--- src/rtl/rs_tag_allocator_pkg.sv ---
// Shared reservation-station defines used by the tag allocator, the reservation
// stations and dispatch: pool geometry, tag encoding and per-pool slot state.
package rs_tag_allocator_pkg;

  localparam int RS_SIZE = 6;
  localparam int TAG_W   = 3;
  localparam int CNT_W   = $clog2(RS_SIZE + 1);

  localparam logic [TAG_W-1:0] NO_FREE_TAG = 3'b111;

  typedef logic [RS_SIZE-1:0] slot_vec_t;
  typedef logic [TAG_W-1:0]   tag_t;
  typedef logic [CNT_W-1:0]   cnt_t;

  typedef enum logic {
    POOL_ALU = 1'b0,
    POOL_LS  = 1'b1
  } pool_e;

  typedef struct packed {
    slot_vec_t freeVec;
    cnt_t      freeCnt;
  } pool_state_t;

  localparam pool_state_t POOL_RESET = '{freeVec: '1, freeCnt: cnt_t'(RS_SIZE)};

  // Tags at or beyond RS_SIZE shift out of the vector, giving an all-zero mask.
  function automatic slot_vec_t tagToMask(tag_t tag);
    return slot_vec_t'(1) << tag;
  endfunction

  // Alloc and release never target the same slot, so count moves by +1, -1 or 0.
  function automatic pool_state_t nextPool(pool_state_t cur, logic flushEn,
                                           logic allocEn, tag_t allocTag,
                                           logic relEn, tag_t relTag);
    pool_state_t nxt;
    nxt = cur;
    if (flushEn) begin
      nxt = POOL_RESET;
    end else begin
      if (allocEn) begin
        nxt.freeVec = nxt.freeVec & ~tagToMask(allocTag);
      end
      if (relEn) begin
        nxt.freeVec = nxt.freeVec | tagToMask(relTag);
      end
      nxt.freeCnt = cur.freeCnt + cnt_t'(relEn) - cnt_t'(allocEn);
    end
    return nxt;
  endfunction

endpackage

--- src/rtl/rs_free_pick.sv ---
// Lowest-set-bit encoder over one pool's free bitmap; reports NO_FREE_TAG when
// the pool is exhausted.
module rs_free_pick
  import rs_tag_allocator_pkg::*;
(
  input  logic [RS_SIZE-1:0] free_vec_i,
  output logic [TAG_W-1:0]   tag_o,
  output logic               nonempty_o
);

  // Scan from the top down so the lowest free index is the last one written.
  always_comb begin
    tag_o = NO_FREE_TAG;
    for (int i = RS_SIZE - 1; i >= 0; i--) begin
      if (free_vec_i[i]) begin
        tag_o = TAG_W'(i);
      end
    end
  end

  assign nonempty_o = |free_vec_i;

endmodule

--- src/rtl/rs_tag_allocator.sv ---
// Free/busy bookkeeping for the ALU and LS reservation-station pools: grants
// the lowest free slot to dispatch, frees slots on issue and on flush.
module rs_tag_allocator
  import rs_tag_allocator_pkg::*;
(
  input  logic               clk,
  input  logic               rst,
  input  logic               flush,
  input  logic               disp_req,
  input  logic               disp_is_ls,
  output logic               disp_grant,
  output logic [TAG_W-1:0]   disp_tag,
  output logic               disp_stall,
  input  logic               alu_rel_vld,
  input  logic [TAG_W-1:0]   alu_rel_tag,
  input  logic               ls_rel_vld,
  input  logic [TAG_W-1:0]   ls_rel_tag,
  output logic [RS_SIZE-1:0] alu_free_vec,
  output logic [RS_SIZE-1:0] ls_free_vec,
  output logic [CNT_W-1:0]   alu_free_cnt,
  output logic [CNT_W-1:0]   ls_free_cnt,
  output logic               err_rel
);

  pool_state_t aluPool_q, aluPool_d;
  pool_state_t lsPool_q, lsPool_d;
  logic        errRel_q, errRel_d;

  tag_t  aluPickTag, lsPickTag, pickTag;
  logic  aluNonEmpty, lsNonEmpty, poolNonEmpty;
  logic  aluRelLegal, lsRelLegal, aluRelBad, lsRelBad;
  logic  aluAlloc, lsAlloc;
  pool_e dispPool;

  rs_free_pick u_alu_pick (
    .free_vec_i (aluPool_q.freeVec),
    .tag_o      (aluPickTag),
    .nonempty_o (aluNonEmpty)
  );

  rs_free_pick u_ls_pick (
    .free_vec_i (lsPool_q.freeVec),
    .tag_o      (lsPickTag),
    .nonempty_o (lsNonEmpty)
  );

  // Zero-latency grant from registered state; rst and flush mask the request.
  always_comb begin
    dispPool     = pool_e'(disp_is_ls);
    poolNonEmpty = (dispPool == POOL_LS) ? lsNonEmpty : aluNonEmpty;
    pickTag      = (dispPool == POOL_LS) ? lsPickTag  : aluPickTag;
    disp_grant   = disp_req & poolNonEmpty & ~flush & ~rst;
    disp_stall   = disp_req & ~poolNonEmpty & ~flush & ~rst;
    disp_tag     = disp_grant ? pickTag : NO_FREE_TAG;
    aluAlloc     = disp_grant & (dispPool == POOL_ALU);
    lsAlloc      = disp_grant & (dispPool == POOL_LS);
  end

  // A release is legal only if it names an in-range slot that is currently busy.
  always_comb begin
    aluRelLegal = alu_rel_vld & |(tagToMask(alu_rel_tag) & ~aluPool_q.freeVec);
    lsRelLegal  = ls_rel_vld  & |(tagToMask(ls_rel_tag)  & ~lsPool_q.freeVec);
    aluRelBad   = alu_rel_vld & ~aluRelLegal;
    lsRelBad    = ls_rel_vld  & ~lsRelLegal;
  end

  always_comb begin
    aluPool_d = nextPool(aluPool_q, flush, aluAlloc, aluPickTag, aluRelLegal, alu_rel_tag);
    lsPool_d  = nextPool(lsPool_q,  flush, lsAlloc,  lsPickTag,  lsRelLegal,  ls_rel_tag);
    errRel_d  = errRel_q | aluRelBad | lsRelBad;
  end

  always_ff @(posedge clk or posedge rst) begin
    if (rst) begin
      aluPool_q <= POOL_RESET;
      lsPool_q  <= POOL_RESET;
      errRel_q  <= 1'b0;
    end else begin
      aluPool_q <= aluPool_d;
      lsPool_q  <= lsPool_d;
      errRel_q  <= errRel_d;
    end
  end

  assign alu_free_vec = aluPool_q.freeVec;
  assign ls_free_vec  = lsPool_q.freeVec;
  assign alu_free_cnt = aluPool_q.freeCnt;
  assign ls_free_cnt  = lsPool_q.freeCnt;
  assign err_rel      = errRel_q;

endmodule

--- config.mk ---
export PLATFORM = sky130hd
export DESIGN_NAME = rs_tag_allocator
export DESIGN_NICKNAME = d
export VERILOG_FILES = /design/src/rtl/rs_tag_allocator_pkg.sv /design/src/rtl/rs_free_pick.sv /design/src/rtl/rs_tag_allocator.sv
export SDC_FILE = /design/constraint.sdc
export NUM_CORES = 1
export LEC_CHECK = 0
export ABC_AREA = 1
export BUFFER_PORTS_ARGS = -buffer_cell sky130_fd_sc_hd__buf_2
export CELL_PAD_IN_SITES_DETAIL_PLACEMENT = 1
export CELL_PAD_IN_SITES_GLOBAL_PLACEMENT = 1
export CORE_UTILIZATION = 40
export DETAILED_ROUTE_END_ITERATION = 7
export PLACE_DENSITY = 0.86
export SYNTH_ARGS = -nofsm -noshare
export SYNTH_HDL_FRONTEND = slang
export SYNTH_SLANG_ARGS = --single-unit
--- constraint.sdc ---
create_clock -name clk -period 4.4 [get_ports clk]
set_clock_uncertainty 0.1 [all_clocks]
set_input_delay 0.22 -clock clk [delete_from_list [all_inputs] [get_ports clk]]
set_output_delay 0.22 -clock clk [all_outputs]
set_load 0.01 [all_outputs]
==> flow_metrics.py, run 1 <==
metrics = {
    "placed_design": {
        "io_buffers": 36,
        "hpwl_um": 3270,
        "place_area_um2": 1710,
        "gp_congestion": 0.869,
        "dpl.cell_count": 283,
        "dp_slack_ps": 1840,
    },
    "clock_network": {
        "clock_sinks": 19,
        "post_cts_buffers": 0,
        "root_buffer": "clkbuf_8",
        "cts_buffer_depth": 2,
        "cts_tree": "yes",
        "insertion_delay_ps": 260,
        "cts_buffers": 3,
        "cts.htree.levels": 1,
        "cts_hold_buffers": 0,
        "post_cts_resized": 0,
        "clkSlewWorstSetupHoldPaths_ps": 80,
    },
    "setup_path": {
        "cp-startpoint": "alu_free_vec[0]",
        "r2r_cells": 11,
        "critical_path_class": "register to register",
        "crit_required_ps": 4500,
        "path_max_fanout": 8,
        "critical_path_arrival_ps": 2590,
        "endpoint_kind": "register",
        "rr_startpoint": "alu_free_vec[0]",
        "rrSetupSlack_ps": 1910,
        "startpoint_type": "register",
    },
    "floorplan": {
        "floorplan.initialDensity": 0.432,
        "ioPinCount": 37,
        "coreArea_um2": 3440,
        "die_h_um": 63.0,
        "die-area_um2": 3970,
        "rows": 21,
        "die_w_um": 63.0,
    },
    "cells_and_area": {
        "nNetsFinal": 261,
        "n_antenna_cell": 0,
        "final_area_um2": 1760,
        "drive_above_1_share": 0.353,
        "areaGrowthSynthToFinish_pct": 18.3,
        "fin_cells": 287,
    },
    "route": {
        "dr.pass1.iters": 4,
        "ant_nets": 0,
        "drc": 0,
        "post_drt_wl_per_cell_um": 14.3,
        "routed_via_density": 5.15,
        "drt-total-wl_um": 4100,
        "detailroute.via_count": 1477,
        "first_iter_violations": 58,
    },
    "yosys": {
        "synth_seq_cells": 19,
        "synth_seq_area_share": 0.333,
        "yosys.area.top_type": "dfstp_2",
        "syn_area_um2": 1490,
        "postSynth.asyncResetShare": 1.00,
        "synthCells": 204,
        "ys_types": 25,
        "ys.flop_type": "dfstp_2",
        "synth.area.top_cells": "dfstp_2 (28%), nand3_1 (13%), inv_1 (8.6%)",
        "synth-edff-count": 0,
        "synth_nets": 223,
        "syn_area_per_cell_um2": 7.29,
        "synth_most_common_cell": "nand3_1",
        "synth_top_area_frac": 0.283,
        "ys.warnings.count": 0,
        "synthTopCellsByCount": "nand3_1 (38), inv_1 (34), nand2_1 (28)",
    },
    "grt": {
        "grt_max_degree": 20,
        "antenna_found_initial": 0,
        "grt_overflow": 0,
        "grt_pass1_wl_um": 7170,
        "grt_pass1_vias": 1511,
        "grt_use_total": 0.232,
    },
    "sta": {
        "fin_tns_setup_ps": 0,
        "fmax_ghz": 0.402,
        "rsz0062_at_grt": "no",
        "whs_ps": 7.12,
        "setup_ws_ps": 1910,
        "tightest_slew_ps": 721,
        "period_share": 0.566,
        "maxSlewHeadroom": 0.519,
        "maxSlewViolCount": 0,
        "setup_viol": 0,
        "hold_viol": 0,
        "period_minus_slack_ps": 2490,
    },
    "status": {
        "outcome": "finished, final reports clean",
    },
    "flow_run": {
        "drv_cap": 0,
    },
    "worst_hold_path": {
        "hold_path.class": "input pin to async pin",
    },
    "power": {
        "ir_drop_mv": 0.167,
        "power_density_nw_per_um2": 208,
        "p_leak_uw": 0.000865,
    },
}
==> cells by family after synthesis <==
group / after synthesis / synth area share
and+or+nand+nor: 111 / 0.395
buffers and inverters: 47 / 0.119
xor gates and xnor gates: 2 / 0.0118
AOI/OAI and AO/OA: 19 / 0.0807
adders and majority gates: 6 / 0.0606
DFF: 19 / 0.333
==> cells in the final DEF (no fill, tap or decap) <==
master,netlist,routed
inv_2,10,10
dfstp_2,16,16
xor2_1,2,2
clkbuf_8,0,3
o21bai_1,10,10
nand4_1,6,6
a21oi_1,5,5
nand3b_1,1,1
nand2_4,1,1
dfrtp_1,3,3
fa_1,2,2
nor2_4,1,1
nand3_1,38,38
or2_2,2,2
buf_2,0,36
nand4_2,2,2
ha_1,4,4
nand2_1,28,28
clkinv_2,0,1
nor3_1,4,4
nor2_2,9,9
o21ai_0,1,1
nand2_2,2,2
nor2_1,15,15
inv_1,34,34
o21ai_1,3,3
nand4_4,2,2
==> registers in the layout, indices dropped and copies added (netlist names) <==
name / flops
alu_free_cnt: 3
alu_free_vec: 6
ls_free_cnt: 3
ls_free_vec: 6
err_rel: 1
==> through the flow <==
step	util	power (µW)
after floorplan	-	220
after global placement	0.498	243
after detailed placement	0.498	245
after CTS	0.511	371
after global routing	0.511	382
final	0.511	366
==> routing by layer <==
metal / track usage / routed length (µm) / vias to the layer above
met5: 0 / 0 / -
met4: 0.0814 / 68 / 0
met3: 0.0328 / 111 / 7
met2: 0.405 / 2100 / 27
met1: 0.288 / 1830 / 710
li1: - / - / 733
==> area by class of cell <==
cell class                      count  area (µm²)
Inverter                           44         165
Sequential cell                    19         495
Clock buffer                        3        41.3
Fill cell                         472        1680
Tap cell                           46        57.6
Clock inverter                      1        5.00
Multi-Input combinational cell    138         816
Timing Repair Buffer               36         180
==> worst max-delay path, cell delays in order, from the launching register on <==
cell	delay (ps)
dfstp_2	400
nor2_2	230
nand4_2	200
nand4_4	160
inv_1	80
ha_1	280
inv_1	60
ha_1	130
inv_1	40
fa_1	370
or2_2	300
nand3_1	70
==> path summary, 6_finish.rpt <==
| check | end |
|---|---|
| setup / recovery | ls_free_cnt[2] |
| hold / removal | alu_free_cnt[0] |
| setup reg to reg | ls_free_cnt[2] |
| hold reg to reg | err_rel |
| max in group asynchronous | err_rel |
| min in group clk | alu_free_cnt[0] |
==> report_power, final <==
part / switching [µW] / leakage, µW / internal (µW)
Clock: 61.1 / 0.0000255 / 63.1
Combinational: 37.3 / 0.000635 / 18.4
Sequential: 3.91 / 0.000205 / 182
No activity file was read; power rests on OpenSTA's default activity.
==> inputs of run 2 (changes only) <==
ABC_AREA = 0   (was 1)
CORE_UTILIZATION = 38   (was 40)
PLACE_DENSITY = 0.81   (was 0.86)
clock period = 2.4 ns   (was 4.4 ns; I/O delays follow)
==> flow_metrics.py, run 2 <==
metrics = {
    "sta": {
        "fmax_ghz": 0.399,
        "tightest_slew_ps": 778,
        "period_share": 1.05,
        "maxSlewViolCount": 0,
        "maxSlewHeadroom": 0.481,
        "period_minus_slack_ps": 2510,
        "rsz0062_at_grt": "yes",
        "setup_viol": 4,
        "hold_viol": 0,
        "whs_ps": 27.6,
        "setup_ws_ps": -108,
    },
    "yosys": {
        "postSynth.asyncResetShare": 1.00,
        "synthTopCellsByCount": "dfstp_2 (16), nand2_1 (13), a21oi_1 (10), nor2_1 (10), inv_1 (9)",
        "ys.flop_type": "dfstp_2",
        "syn_area_per_cell_um2": 9.25,
        "yosys.area.top_type": "dfstp_2",
        "synth_seq_area_share": 0.388,
        "ys.warnings.count": 0,
        "synthCells": 138,
        "synth_seq_cells": 19,
        "synth_top_area_frac": 0.329,
        "ys_types": 40,
        "synth.area.top_cells": "dfstp_2 (33%), dfrtp_1 (5.9%), a21oi_1 (3.9%)",
        "synth-edff-count": 0,
        "synth_most_common_cell": "dfstp_2",
        "synth_nets": 157,
        "syn_area_um2": 1280,
    },
    "cells_and_area": {
        "nNetsFinal": 214,
        "drive_above_1_share": 0.536,
        "final_cell_mix": "buf_2 (36), buf_4 (21), dfstp_2 (16), nand2_1 (12)",
        "n_fill_cell": 375,
        "layout.cells.most_common": "buf_2",
        "multiInputGateArea_um2": 843,
        "fin_cells": 238,
        "areaGrowthSynthToFinish_pct": 41.4,
        "n_antenna_cell": 0,
        "final-seq-area_um2": 495,
    },
    "placed_design": {
        "hpwl_um": 3340,
        "io_buffers": 36,
        "dp_slack_ps": -145,
        "gp_congestion": 0.832,
        "dpl.cell_count": 229,
    },
    "setup_path": {
        "critical_path_class": "register to register",
        "worst_path_max_delay_cell": "dfstp_2",
        "crit_chain": "mux2_4, o22ai_4, a211oi_2, nand2b_1, ha_1, inv_2, ha_4, inv_2, fa_2, xnor2_2, nand2_1",
        "worst_r2r_endpoint": "ls_free_cnt[2]",
        "r2r_cells": 11,
        "rr_startpoint": "ls_free_vec[1]",
        "rrSetupSlack_ps": -110,
        "startpoint_type": "register",
        "crit_top_cell": "inv_2",
        "critical_path_arrival_ps": 2630,
        "slowest_delay_ps": 570,
        "endpoint_kind": "register",
        "crit_required_ps": 2520,
        "path_max_fanout": 2,
    },
    "grt": {
        "grt_pass1_wl_um": 7310,
        "grt_pass1_vias": 1457,
        "grt_max_degree": 20,
        "antenna_found_initial": 0,
        "grt_overflow": 0,
        "grt_use_total": 0.284,
    },
    "worst_hold_path": {
        "min_from": "ls_rel_vld",
        "hold_path.class": "input pin to register",
        "hold-path-cell-count": 2,
        "hold_end": "err_rel",
    },
    "floorplan": {
        "ioPinCount": 37,
        "die_w_um": 60.0,
        "die_h_um": 60.0,
        "rows": 20,
        "floorplan.initialDensity": 0.408,
        "coreArea_um2": 3130,
        "die-area_um2": 3590,
    },
    "clock_network": {
        "insertion_delay_ps": 310,
        "cts.htree.levels": 1,
        "root_buffer": "clkbuf_4",
        "cts_buffer_depth": 2,
        "cts_tree": "yes",
        "clock_sinks": 19,
        "cts_buffers": 3,
        "clkSlewWorstSetupHoldPaths_ps": 120,
    },
    "power": {
        "p_leak_uw": 0.000716,
        "ir_drop_mv": 0.193,
        "p_int_uw": 458,
        "pwr-share-seq": 0.527,
        "p_switching_uw": 193,
        "p_clk_frac": 0.264,
        "swShare": 0.297,
        "power_frac_comb": 0.209,
        "power_density_nw_per_um2": 361,
    },
    "status": {
        "outcome": "finished, violations left",
        "violations": "negative setup slack",
    },
    "route": {
        "dr.pass1.iters": 4,
        "first_iter_violations": 38,
        "drt-total-wl_um": 4790,
        "ant_nets": 0,
        "routed_via_density": 5.72,
        "post_drt_wl_per_cell_um": 20.1,
        "detailroute.via_count": 1361,
        "drc": 0,
    },
    "flow_run": {
        "drv_cap": 0,
    },
}
==> run 2: power groups by stage <==
stage	Clock [µW]	Sequential (µW)	Combinational, µW
6_report	172	343	136
2_1_floorplan	0	352	54.3
3_5_place_dp	0	347	113
4_1_cts	176	342	121
3_3_place_gp	0	346	104
5_1_grt	187	344	147
==> run 2: worst max-delay path: cells and delay by family (launching register included) <==
kind	cells	cell delay (ps)
simple gates	2	230
xor+xnor	1	150
fa+ha+maj	3	740
flops	1	570
compound gates	2	360
mux	1	160
buf+inv	2	120
==> run 2: area by class of cell <==
class / count / share of cell area
multi-input combinational: 104 / 0.467
sequential: 19 / 0.275
timing repair buffer: 58 / 0.193
tap: 44 / 0.0305
inverter: 9 / 0.0201
clock buffer: 4 / 0.0146
==> run 2: how the worst max path moves through the flow <==
stage | end | slack (ps) | startpoint
floorplan | alu_free_cnt[1] | -90 | alu_free_vec[2]
global route | ls_free_cnt[2] | -230 | ls_free_vec[1]
global placement | alu_free_cnt[1] | -30 | alu_free_vec[2]
detailed placement | alu_free_cnt[1] | -140 | alu_free_vec[2]
finish | ls_free_cnt[2] | -110 | ls_free_vec[1]
CTS | alu_free_cnt[1] | -130 | alu_free_vec[0]
==> run 2: cell families (layout without fill, tap and decap cells) <==
logic type / count (synthesis) / count (layout) / synth area share
xor+xnor: 4 / 4 / 0.0275
simple gates: 58 / 58 / 0.271
mux: 3 / 3 / 0.0255
fa+ha+maj: 6 / 6 / 0.0706
buf+inv: 15 / 71 / 0.0441
compound gates: 33 / 33 / 0.174
flops: 19 / 19 / 0.388
==> run 2: routing by layer <==
layer | global-route usage | share of wire | routed length, µm
met5 | 0 | 0 | 0
met3 | 0.0346 | 0.055 | 265
met2 | 0.471 | 0.52 | 2480
met4 | 0.156 | 0.035 | 167
met1 | 0.357 | 0.39 | 1880
==> run 2: timing repair <==
action | CTS | global route
pin swaps | 5 | 7
hold buffers | 1 | 0
endpoints found under the setup margin | 4 | 4
resized for setup | 14 | 11
buffers inserted | 3 | 1
endpoints found under the hold margin | 3 | 0
==> run 2: through the flow <==
stage	TNS, ps	total power, µW	cell area (µm²)	utilization
2_1_floorplan	-141	406	1300	-
3_3_place_gp	-42.1	450	1620	0.518
3_5_place_dp	-440	460	1620	0.518
4_1_cts	-245	639	1750	0.558
5_1_grt	-783	679	1800	0.577
6_report	-393	651	1800	0.577
